[config.mk]
export PLATFORM = sky130hd
export DESIGN_NAME = reg_cmd_ctrl
export DESIGN_NICKNAME = d
export VERILOG_FILES = /design/src/rtl/reg_cmd_ctrl_pkg.sv /design/src/rtl/reg_cmd_ctrl.sv
export SDC_FILE = /design/constraint.sdc
export NUM_CORES = 1
export LEC_CHECK = 0
export CORE_ASPECT_RATIO = 0.6
export CORE_MARGIN = 2
export CORE_UTILIZATION = 30
export DETAILED_ROUTE_END_ITERATION = 10
export PLACE_DENSITY = 0.6
export SLEW_MARGIN = 30
export SYNTH_ARGS = -nofsm -noshare
export SYNTH_HDL_FRONTEND = slang
export SYNTH_SLANG_ARGS = --single-unit
[constraint.sdc]
create_clock -name CLK -period 1.66 [get_ports CLK]
set_input_delay 0.249 -clock CLK [delete_from_list [all_inputs] [get_ports CLK]]
set_output_delay 0.249 -clock CLK [all_outputs]
set_load 0.005 [all_outputs]
[src/rtl/reg_cmd_ctrl_pkg.sv]
// Shared system package: command FSM encoding and opcode defaults,
// reused by the register and ALU command paths.
package reg_cmd_ctrl_pkg;

   typedef enum logic [2:0] {
      IDLE    = 3'd0,
      WR_ADDR = 3'd1,
      WR_DATA = 3'd2,
      RD_ADDR = 3'd3,
      RD_WAIT = 3'd4,
      TX_SEND = 3'd5
   } cmd_state_e;

   localparam logic [7:0] WR_CMD_DEF     = 8'hAA;
   localparam logic [7:0] RD_CMD_DEF     = 8'hBB;
   localparam int         RD_TIMEOUT_DEF = 4;

endpackage

[src/rtl/reg_cmd_ctrl.sv]
// Register command controller: parses RX write/read frames, drives the
// register file and forwards read data to the TX FIFO.
module reg_cmd_ctrl
   import reg_cmd_ctrl_pkg::*;
#(
   parameter int                    DATA_WIDTH = 8,
   parameter int                    ADDR_WIDTH = 4,
   parameter logic [DATA_WIDTH-1:0] WR_CMD     = WR_CMD_DEF,
   parameter logic [DATA_WIDTH-1:0] RD_CMD     = RD_CMD_DEF,
   parameter int                    RD_TIMEOUT = RD_TIMEOUT_DEF
) (
   input  logic                  CLK,
   input  logic                  RST,
   input  logic [DATA_WIDTH-1:0] RX_P_DATA,
   input  logic                  RX_D_VLD,
   input  logic [DATA_WIDTH-1:0] RdData,
   input  logic                  RdData_Valid,
   input  logic                  FIFO_FULL,
   output logic [ADDR_WIDTH-1:0] Address,
   output logic                  WrEn,
   output logic                  RdEn,
   output logic [DATA_WIDTH-1:0] WrData,
   output logic [DATA_WIDTH-1:0] TX_P_DATA,
   output logic                  TX_D_VLD,
   output logic                  CMD_ERR
);

   localparam int CNT_W = $clog2(RD_TIMEOUT + 1);
   localparam logic [CNT_W-1:0] CNT_LAST = CNT_W'(RD_TIMEOUT - 1);

   cmd_state_e            state_q, state_d;
   logic [ADDR_WIDTH-1:0] addr_lat_q, addr_lat_d;
   logic [ADDR_WIDTH-1:0] address_q, address_d;
   logic [DATA_WIDTH-1:0] wr_data_q, wr_data_d;
   logic [DATA_WIDTH-1:0] tx_data_q, tx_data_d;
   logic                  wr_en_q, wr_en_d;
   logic                  rd_en_q, rd_en_d;
   logic                  tx_vld_q, tx_vld_d;
   logic                  err_q, err_d;
   logic [CNT_W-1:0]      cnt_q, cnt_d;
   logic                  addr_ok;

   // Address bytes must not set any bit above the register-file range.
   assign addr_ok = (RX_P_DATA >> ADDR_WIDTH) == '0;

   always_comb begin
      state_d    = state_q;
      addr_lat_d = addr_lat_q;
      address_d  = address_q;
      wr_data_d  = wr_data_q;
      tx_data_d  = tx_data_q;
      cnt_d      = cnt_q;
      wr_en_d    = 1'b0;
      rd_en_d    = 1'b0;
      tx_vld_d   = 1'b0;
      err_d      = 1'b0;
      unique case (state_q)
         IDLE: begin
            if (RX_D_VLD) begin
               if (RX_P_DATA == WR_CMD) begin
                  state_d = WR_ADDR;
               end else if (RX_P_DATA == RD_CMD) begin
                  state_d = RD_ADDR;
               end else begin
                  err_d = 1'b1;
               end
            end
         end
         WR_ADDR: begin
            if (RX_D_VLD) begin
               if (!addr_ok) begin
                  err_d   = 1'b1;
                  state_d = IDLE;
               end else begin
                  addr_lat_d = RX_P_DATA[ADDR_WIDTH-1:0];
                  state_d    = WR_DATA;
               end
            end
         end
         WR_DATA: begin
            if (RX_D_VLD) begin
               wr_en_d   = 1'b1;
               wr_data_d = RX_P_DATA;
               address_d = addr_lat_q;
               state_d   = IDLE;
            end
         end
         RD_ADDR: begin
            if (RX_D_VLD) begin
               if (!addr_ok) begin
                  err_d   = 1'b1;
                  state_d = IDLE;
               end else begin
                  address_d = RX_P_DATA[ADDR_WIDTH-1:0];
                  rd_en_d   = 1'b1;
                  cnt_d     = '0;
                  state_d   = RD_WAIT;
               end
            end
         end
         RD_WAIT: begin
            if (RX_D_VLD) err_d = 1'b1;
            if (RdData_Valid) begin
               tx_data_d = RdData;
               state_d   = TX_SEND;
            end else if (cnt_q == CNT_LAST) begin
               err_d   = 1'b1;
               state_d = IDLE;
            end else begin
               cnt_d = cnt_q + 1'b1;
            end
         end
         TX_SEND: begin
            if (RX_D_VLD) err_d = 1'b1;
            if (!FIFO_FULL) begin
               tx_vld_d = 1'b1;
               state_d  = IDLE;
            end
         end
         default: state_d = IDLE;
      endcase
   end

   always_ff @(posedge CLK or negedge RST) begin
      if (!RST) begin
         state_q    <= IDLE;
         addr_lat_q <= '0;
         address_q  <= '0;
         wr_data_q  <= '0;
         tx_data_q  <= '0;
         cnt_q      <= '0;
         wr_en_q    <= 1'b0;
         rd_en_q    <= 1'b0;
         tx_vld_q   <= 1'b0;
         err_q      <= 1'b0;
      end else begin
         state_q    <= state_d;
         addr_lat_q <= addr_lat_d;
         address_q  <= address_d;
         wr_data_q  <= wr_data_d;
         tx_data_q  <= tx_data_d;
         cnt_q      <= cnt_d;
         wr_en_q    <= wr_en_d;
         rd_en_q    <= rd_en_d;
         tx_vld_q   <= tx_vld_d;
         err_q      <= err_d;
      end
   end

   assign Address   = address_q;
   assign WrEn      = wr_en_q;
   assign RdEn      = rd_en_q;
   assign WrData    = wr_data_q;
   assign TX_P_DATA = tx_data_q;
   assign TX_D_VLD  = tx_vld_q;
   assign CMD_ERR   = err_q;

endmodule
# Word-level counts from Yosys, hierarchy flattened
# Index checks and enable logic that the tools add are counted.
word_totals:
  reg_bits: 34
  inputBits: 21
  output_inout_bits: 24
  word_cells: 76
classes:
  add_sub_neg: 1
  n_eq_ne: 18
  mux: 36
  n_reduce_logical: 11
ops:
  columns: ["cell", "count"]
  rows:
  - ["3-bit 2-to-1 mux", 14]
  - ["3-bit case mux with 6 select lines", 1]
  - ["8-bit equality test, second input constant", 2]
  - ["2-bit inequality test, second input constant", 8]
  - ["1-bit 2-to-1 mux", 14]
  - ["4-bit 2-to-1 mux", 3]
  - ["3-bit by 2-bit equality test with 1-bit output, second input constant", 3]
  - ["8-bit zero test", 1]
  - ["4-bit case mux with 2 select lines", 1]
  - ["7-bit AND reduction", 1]
  - ["3-bit equality test, second input constant", 2]
  - ["3-bit inequality test, second input constant", 2]
  - ["3-bit case mux with 2 select lines", 1]
  - ["5-bit AND reduction", 1]
  - ["1-bit case mux with 4 select lines", 1]
  - ["2-bit AND reduction", 2]
  - ["4-bit AND reduction", 1]
  - ["2-bit nonzero test", 2]
  - ["3-bit by 1-bit adder with 3-bit output, second input constant", 1]
  - ["3-bit by 1-bit equality test with 1-bit output, second input constant", 1]
  - ["3-bit zero test", 1]
  - ["3-bit AND reduction", 1]
  - ["2-bit 2-to-1 mux", 1]
  - ["2-bit OR reduction", 1]

# Longest topological paths before layout
# Gate-level depths: netlist of run 1.
logic_depth:
  depth_word: 5
  mapped_depth: 7
  depth_no_buf: 6

# Least setup slack after synthesis of run 1
# Ideal clock, no wire load.
synth_timing:
  path_kind: "register -> register"
  start: "reg state_q[1]"
  end: "reg tx_data_q[3], in the netlist TX_P_DATA[3]"
  setup_time_ns: 0.125
  arrival_ns: 1.393
  required_ns: 1.535
  path_slack_ns: 0.142
  path_stages_with_launch: 7
  path_buffers: 3
  period_less_slack_ns: 1.518
  path_cell_list: "dfrtp_1 buf_2 nor2_1 and3_1 buf_2 buf_2 mux2_2"
synth_between:
  elab_chain_cells: 2
synth_lines:
  columns: ["item", "line", "rtl"]
  rows:
  - ["start: declaration", "reg_cmd_ctrl.sv:31", "cmd_state_e state_q, state_d;"]
  - ["start signal: assignment", "reg_cmd_ctrl.sv:137", "state_q <= state_d;"]
  - ["3-bit equality test", "reg_cmd_ctrl.sv:57", "unique case (state_q)"]
  - ["2-bit AND reduction (no line)", null, null]
  - ["end signal: assignment", "reg_cmd_ctrl.sv:141", "tx_data_q <= tx_data_d;"]
  - ["end: declaration", "reg_cmd_ctrl.sv:35", "logic [DATA_WIDTH-1:0] tx_data_q, tx_data_d;"]
# No other way between the ends.
# A chain may end at the register's enable or synchronous reset.

# Worst setup path after layout of run 1
layout_timing:
  start: "reg cnt_q[0]"
  end: "reg cnt_q[0]"
layout_between:
  elab_chain_cells: 4
  elab_cells_between_ends: 7
  cone_classes: "add/sub (1); eq/ne (2); mux (3); reduce/logical (1)"
layout_lines:
  columns: ["item", "line", "rtl"]
  rows:
  - ["start: declaration", "reg_cmd_ctrl.sv:40", "logic [CNT_W-1:0] cnt_q, cnt_d;"]
  - ["start signal: assignment", "reg_cmd_ctrl.sv:142", "cnt_q <= cnt_d;"]
  - ["3-bit by 1-bit adder with 3-bit output", "reg_cmd_ctrl.sv:110", "cnt_d = cnt_q + 1'b1;"]
  - ["3-bit 2-to-1 mux", "reg_cmd_ctrl.sv:106", "end else if (cnt_q == CNT_LAST) begin"]
  - ["3-bit 2-to-1 mux", "reg_cmd_ctrl.sv:103", "if (RdData_Valid) begin"]
  - ["3-bit case mux with 2 select lines", "reg_cmd_ctrl.sv:57", null]
# Parallel ways exist; a longest one is shown, timed or not. The select of a mux whose other input is x is not followed.

==> summary.log, run 1 <==
qor: detailed_routing.detail_route.wirelength 3710 µm
qor: die.die_y 59.3 µm
qor: timing.slew_headroom 65.4%
qor: detailed_routing.route.met3.wl 173 µm
qor: clock_tree.cts_root_buffer sky130_fd_sc_hd__clkbuf_8
qor: final_layout.layout.area.seq 851 µm²
qor: detailed_routing.initialDrtViolationCount 78
qor: place.dpl.hpwl 2750 µm
qor: clock_tree.clk_transition_reported_paths 0.08 ns
qor: detailed_routing.drt-met1-wl 1900 µm
qor: yosys.synth_area 0.00153 mm²
qor: clock_tree.ctsHtreeMaxLevel 2
qor: timing.hold_viol_final 0
qor: global_route.total_congestion_overflow 0
qor: clock_tree.tritoncts.num_buffers 5
qor: status.status finished clean
qor: global_route.largest_net_degree_at_the_start_of_global_routing 35
qor: worst_setup_path.timing.critical_path.required 1.84 ns
qor: timing.hold_slack 0.355 ns
qor: worst_setup_path.r2r_start cnt_q[0]
qor: worst_setup_path.worst-path-max-fanout 6
qor: power_and_ir_drop.total_leakage_power 1.01 nW
qor: die.core-area 0.00498 mm²
qor: final_layout.antenna_cells 0
qor: detailed_routing.wl_per_cell 14.7 µm
qor: detailed_routing.num_vias 1187
qor: hold_path.timing.hold.worst.class in2async
qor: timing.fmax 0.635 GHz
qor: timing.layout_min_cycle_time 1.58 ns
qor: worst_setup_path.critPathArrivalTime 1.75 ns
qor: clock_tree.clk_latency 0.29 ns
qor: final_layout.net_count_reported_at_finish 209
qor: timing.min_period_over_period 94.9%
qor: yosys.synth-seq-cells 34
qor: detailed_routing.highest-signal-layer met4
qor: global_route.grt_first_pass_wirelength 6210 µm
qor: worst_setup_path.worstRegToRegCells 6
qor: die.design.die.area 0.00571 mm²
qor: worst_setup_path.critical_path.startpoint_type register
qor: die.width_of_the_chip 96.2 µm
qor: yosys.synthesis.yosys.warnings 0
qor: place.io_buffers 44
qor: detailed_routing.met2_length 1560 µm
qor: detailed_routing.detail_route.first_pass.iterations 4
qor: clock_tree.cts_tree built
qor: clock_tree.postCtsSetupBuffers 0
qor: timing.layout_setup_ws 0.0847 ns
qor: power_and_ir_drop.vdd_drop_max 407 µV
qor: detailed_routing.avgViaCountPerCell 4.69
qor: detailed_routing.drc_errors 0
qor: yosys.synth.distinct_cells 29
qor: die.initial_utilization 30.8%
qor: yosys.seq_area_frac_synth 55.6%
qor: global_route.first_global_vias 1261
qor: detailed_routing.ant_nets 0
qor: final_layout.multi_input_area 698 µm²
qor: timing.finClkSkew 0.00822 ns
qor: worst_setup_path.timing_worst_setup_path_type reg2reg
qor: global_route.grt.total_usage 14.8%
qor: worst_setup_path.worst_r2r_endpoint cnt_q[0]
qor: flow_run.maxCapViolations 0
qor: global_route.grt_antenna_before_repair 0
qor: place.globalplace.congestion 0.840
qor: die.ios 45
qor: clock_tree.cts.sink_count 34
qor: final_layout.nFillCells 458
qor: timing.slew_viol_final 0
qor: timing.setup_violations 0
qor: clock_tree.clock_path_buffers 2
qor: worst_setup_path.reg2reg_slack 0.08 ns
qor: yosys.syn-instance-count 126
qor: timing.tightest_slew 0.514 ns
qor: yosys.synth_area_per_cell 12.2 µm²
qor: worst_setup_path.critical_path.endpoint_type register
qor: yosys.post_synthesis_net_count 149
qor: final_layout.syn_to_final_growth 52.3%
qor: final_layout.drive_gt1_share 26.7%
qor: die.placementRows 20
qor: power_and_ir_drop.pwr_dens 1010 mW/mm²
qor: power_and_ir_drop.post-layout-total-power 2.36 mW
qor: place.place_worst_setup_slack -0.276 ns
[layout by cell type, fill, tap and decap left out, drive strengths merged, types with 3 or more instances in the layout]
| cell type | instances |
|---|---|
| nor3b | 3 |
| nand3 | 4 |
| buf | 16 |
| mux2 | 20 |
| dlymetal6s2s | 4 |
| nor2 | 6 |
| a21oi | 3 |
| o21ai | 12 |
| nand2 | 8 |
| clkdlybuf4s50 | 40 |
| dfrtp | 34 |
| mux2i | 4 |
| clkbuf | 5 |
[cell usage after synthesis (all sizes together)]
| cell type | count | area share (%) |
|---|---|---|
| a21oi | 3 | 0.98 |
| a31oi | 1 | 0.41 |
| and2 | 1 | 0.41 |
| and3 | 1 | 0.41 |
| and3b | 1 | 0.57 |
| and4b | 1 | 0.65 |
| buf | 7 | 2.3 |
| dfrtp | 34 | 56 |
| ha | 2 | 1.6 |
| inv | 1 | 0.24 |
| mux2 | 20 | 15 |
| mux2i | 4 | 2.6 |
| nand2 | 8 | 2.0 |
| nand2b | 2 | 0.82 |
| nand3 | 4 | 1.3 |
| nand4b | 1 | 0.57 |
| nor2 | 6 | 1.5 |
| nor2b | 1 | 0.41 |
| nor3 | 1 | 0.33 |
| nor3b | 3 | 1.5 |
| nor4 | 1 | 0.82 |
| nor4b | 2 | 1.1 |
| o21ai | 12 | 3.9 |
| o22ai | 2 | 0.82 |
| o31a | 1 | 0.57 |
| o41ai | 1 | 1.1 |
| or4 | 2 | 0.98 |
| or4b | 2 | 1.3 |
| xnor2 | 1 | 0.57 |
[how the worst max path moves through the flow]
stage	to	start	slack (ns)	cells past startpoint
global placement	state_q[0]	RX_P_DATA[5]	-0.22	5
floorplan	TX_P_DATA[3]	state_q[1]	0.14	6
global route	cnt_q[0]	cnt_q[0]	-0.03	6
detailed placement	cnt_q[0]	RX_P_DATA[5]	-0.28	5
CTS	cnt_q[0]	cnt_q[0]	-0.002	6
finish	cnt_q[0]	cnt_q[0]	0.08	6
[repair_timing]
action,in CTS,in global routing
endpoints found under the setup margin,2,12
pin swaps,0,4
resized for setup,2,14
hold buffers,0,0
[registers in the layout (all words and copies together), names as in the netlist]
| name | flops |
|---|---|
| Address | 4 |
| CMD_ERR | 1 |
| RdEn | 1 |
| TX_D_VLD | 1 |
| TX_P_DATA | 8 |
| WrData | 8 |
| WrEn | 1 |
| addr_lat_q | 4 |
| cnt_q | 3 |
| state_q | 3 |
[cells by family (layout without fill, tap and decap cells)]
| kind of cell | Yosys count | count (layout) | share of synthesized area [%] |
|---|---|---|---|
| DFF | 34 | 34 | 55.6 |
| and+or+nand+nor | 37 | 37 | 14.6 |
| xor gates and xnor gates | 1 | 1 | 0.572 |
| buffers and inverters | 8 | 69 | 2.53 |
| muxes | 24 | 24 | 17.3 |
| adders and majority gates | 2 | 2 | 1.63 |
| AOI/OAI and AO/OA | 20 | 20 | 7.76 |
[where the power goes]
| group | total, mW | internal [mW] | switching, mW |
|---|---|---|---|
| Combinational | 0.542 | 0.382 | 0.160 |
| Clock | 0.771 | 0.446 | 0.324 |
| Sequential | 1.04 | 0.969 | 0.0753 |
| Total | 2.36 | 1.80 | 0.560 |
[stage by stage]
stage | cells | util [%] | setup TNS (ns) | instance area [µm²]
after detailed placement | 245 | 43.2 | -3.94 | 2150
after global routing | 253 | 46.8 | -0.0464 | 2330
final | 253 | 46.8 | 0 | 2330
after floorplan | 126 | - | 0 | 1530
after global placement | 245 | 43.2 | -2.83 | 2150
after CTS | 253 | 45.5 | -0.00209 | 2270
[per-layer routing]
metal,vias up,GRT usage (%)
met5,-,0
li1,579,-
met3,7,3.56
met4,0,8.37
met1,568,21.2
met2,33,20.5
[cell type report]
| cell class | count | share of cell area, % |
|---|---|---|
| clock inverter | 3 | 1.93 |
| multi-input combinational | 84 | 29.9 |
| tap | 66 | 3.54 |
| clock buffer | 5 | 2.95 |
| inverter | 1 | 0.161 |
| timing repair buffer | 60 | 25.0 |
| sequential | 34 | 36.5 |
[critical path, cell delays in order (launching register included)]
cell,delay (ns)
sky130_fd_sc_hd__dfrtp_1,0.40
sky130_fd_sc_hd__ha_2,0.21
sky130_fd_sc_hd__ha_4,0.17
sky130_fd_sc_hd__nor4b_4,0.32
sky130_fd_sc_hd__a31oi_4,0.09
sky130_fd_sc_hd__o21ai_1,0.18
sky130_fd_sc_hd__o21ai_1,0.09
Power figures use the tool's default switching activity.
==> run 2, diff against run 1 <==
--- a/config.mk
+++ b/config.mk
@@ -10,4 +10,5 @@
 export CORE_UTILIZATION = 30
 export DETAILED_ROUTE_END_ITERATION = 10
+export MAX_ROUTING_LAYER = met4
 export PLACE_DENSITY = 0.6
 export SLEW_MARGIN = 30
==> constraint.sdc (replaced) <==
create_clock -name CLK -period 1.66 [get_ports CLK]
set_input_delay 0.415 -clock CLK [delete_from_list [all_inputs] [get_ports CLK]]
set_output_delay 0.415 -clock CLK [all_outputs]
set_load 0.005 [all_outputs]
==> summary.log, run 2 (synthesis gave the netlist of run 1 again) <==
qor: power_and_ir_drop.power_switching 0.532 mW
qor: power_and_ir_drop.switching_share 23.9%
qor: timing.layout_setup_ws 0.0342 ns
qor: place.dpl.hpwl 2880 µm
qor: clock_tree.cts_tree built
qor: worst_setup_path.critical-path-max-stage-delay 0.51 ns
qor: final_layout.layout_common_cells sky130_fd_sc_hd__clkdlybuf4s50_1, sky130_fd_sc_hd__dfrtp_1, sky130_fd_sc_hd__buf_4
qor: die.die_y 59.3 µm
qor: detailed_routing.avgViaCountPerCell 4.86
qor: power_and_ir_drop.post-layout-total-power 2.23 mW
qor: timing.setup_violations 0
qor: final_layout.nFillCells 448
qor: final_layout.antenna_cells 0
qor: place.io_buffers 44
qor: timing.layout_min_cycle_time 1.63 ns
qor: detailed_routing.num_vias 1268
qor: hold_path.timing.hold.worst.class reg2reg
qor: detailed_routing.detail_route.first_pass.iterations 4
qor: global_route.grt_first_pass_wirelength 6240 µm
qor: die.ios 45
qor: hold_path.timing.hold.worst_path_depth 2
qor: timing.hold_viol_final 0
qor: place.place_worst_setup_slack -0.410 ns
qor: timing.tightest_slew 0.336 ns
qor: die.width_of_the_chip 96.2 µm
qor: detailed_routing.drc_errors 0
qor: timing.min_period_over_period 97.9%
qor: clock_tree.hold_buffers 0
qor: clock_tree.clk_latency 0.28 ns
qor: flow_run.maxCapViolations 0
qor: timing.fmax 0.615 GHz
qor: final_layout.syn_to_final_growth 55.8%
qor: power_and_ir_drop.total_leakage_power 1.03 nW
qor: power_and_ir_drop.power.combinational.fraction 25.4%
qor: worst_setup_path.critical_path.endpoint_type register
qor: timing.slew_headroom 77.5%
qor: detailed_routing.ant_nets 0
qor: clock_tree.ctsHtreeMaxLevel 2
qor: global_route.first_global_vias 1274
qor: final_layout.drive_gt1_share 30.8%
qor: worst_setup_path.r2r_start cnt_q[0]
qor: detailed_routing.initialDrtViolationCount 54
qor: final_layout.net_count_reported_at_finish 217
qor: timing.finClkSkew 0.00619 ns
qor: worst_setup_path.critPathArrivalTime 1.85 ns
qor: worst_setup_path.worstRegToRegCells 6
qor: global_route.total_congestion_overflow 0
qor: worst_setup_path.reg2reg_slack 0.08 ns
qor: detailed_routing.detail_route.wirelength 3990 µm
qor: global_route.grt.total_usage 15.1%
qor: clock_tree.cts_root_buffer sky130_fd_sc_hd__clkbuf_8
qor: power_and_ir_drop.vdd_drop_max 516 µV
qor: worst_setup_path.crit_path_cell_trace clkdlybuf4s50_1 -> and4b_1 -> nand3_2 -> or4b_1 -> nand2_1
qor: hold_path.start_point_of_the_worst_hold_path Address[0]
qor: global_route.grt_antenna_before_repair 0
qor: die.placementRows 20
qor: worst_setup_path.worst_r2r_endpoint cnt_q[0]
qor: clock_tree.cts.sink_count 34
qor: final_layout.most_frequent_standard_cell_in_the_layout_excluding_fill_and_tap_cells sky130_fd_sc_hd__clkdlybuf4s50_1
qor: worst_setup_path.timing_worst_setup_path_type in2reg
qor: worst_setup_path.critical_path.startpoint_type primary input
qor: status.status finished clean
qor: die.design.die.area 0.00571 mm²
qor: detailed_routing.wl_per_cell 15.3 µm
qor: clock_tree.clk_transition_reported_paths 0.06 ns
qor: hold_path.timing.hold.worst_endpoint Address[0]
qor: clock_tree.tritoncts.num_buffers 5
qor: timing.slew_viol_final 0
qor: worst_setup_path.worst_path_max_delay_cell sky130_fd_sc_hd__or4b_1
qor: final_layout.postLayoutCoreUtil 47.9%
qor: power_and_ir_drop.power.clock.fraction 27.8%
qor: clock_tree.clock_path_buffers 2
qor: worst_setup_path.worst-path-max-fanout 2
qor: power_and_ir_drop.p_int 1.70 mW
qor: die.core-area 0.00498 mm²
qor: die.initial_utilization 30.8%
qor: worst_setup_path.timing.critical_path.required 1.88 ns
qor: power_and_ir_drop.pwr_dens 933 mW/mm²
qor: place.globalplace.congestion 0.856
qor: global_route.largest_net_degree_at_the_start_of_global_routing 35
qor: power_and_ir_drop.seqPwrFrac 46.9%
qor: timing.setup_total_negative_slack 0 ns
==> run 2: routing by layer <==
layer	vias up	track usage, %	wire length (µm)
met5	-	-	0
met4	0	6.53	50
met3	4	3.56	188
met2	46	20.2	1820
met1	625	21.5	1930
li1	593	-	-
==> run 2: layout make-up <==
type	count	area (µm²)	share of cell area [%]
inverter	1	3.75	0.157
clock inverter	1	5.00	0.210
clock buffer	7	86.3	3.62
multi-input combinational	84	714	29.9
timing repair buffer	68	643	27.0
tap	66	82.6	3.46
sequential	34	851	35.7
==> run 2: how the worst max path moves through the flow <==
stage	end	from
6_report	state_q[0]	RX_P_DATA[3]
4_1_cts	state_q[0]	RX_P_DATA[2]
5_1_grt	state_q[0]	RX_P_DATA[1]
2_1_floorplan	TX_P_DATA[3]	state_q[1]
3_3_place_gp	Address[0]	RX_P_DATA[4]
3_5_place_dp	cnt_q[2]	RX_P_DATA[5]
==> run 2: critical path, delay by kind of cell <==
kind / cells / cell delay (ns)
buf+inv: 1 / 0.49
simple gates: 4 / 0.94
==> run 2: repair_timing <==
item | in CTS | in global routing
gates cloned | 0 | 1
setup buffers | 0 | 3
gates resized for setup | 9 | 14
pin swaps | 1 | 4
setup endpoints to repair | 12 | 12
==> run 2: power groups by stage <==
stage | clock network, mW | logic (mW) | registers (mW)
global placement | 0 | 0.547 | 1.05
finish | 0.619 | 0.565 | 1.04
detailed placement | 0 | 0.555 | 1.06
CTS | 0.639 | 0.562 | 1.05
global route | 0.683 | 0.601 | 1.06
floorplan | 0 | 0.138 | 1.06
==> run 2: per-stage QoR <==
step	area [µm²]	std cells	hold WS (ns)
5_1_grt	2390	261	0.510
3_3_place_gp	2190	249	0.461
4_1_cts	2320	257	0.499
2_1_floorplan	1530	126	0.119
3_5_place_dp	2190	249	0.483
6_report	2390	261	0.489
==> run 3, diff against run 2 <==
- CTS_CLUSTER_DIAMETER: default -> 80
- TNS_END_PERCENT: default -> 1
==> results of run 3 <==
The final DEF is identical to that of run 2; final timing and power are the same.
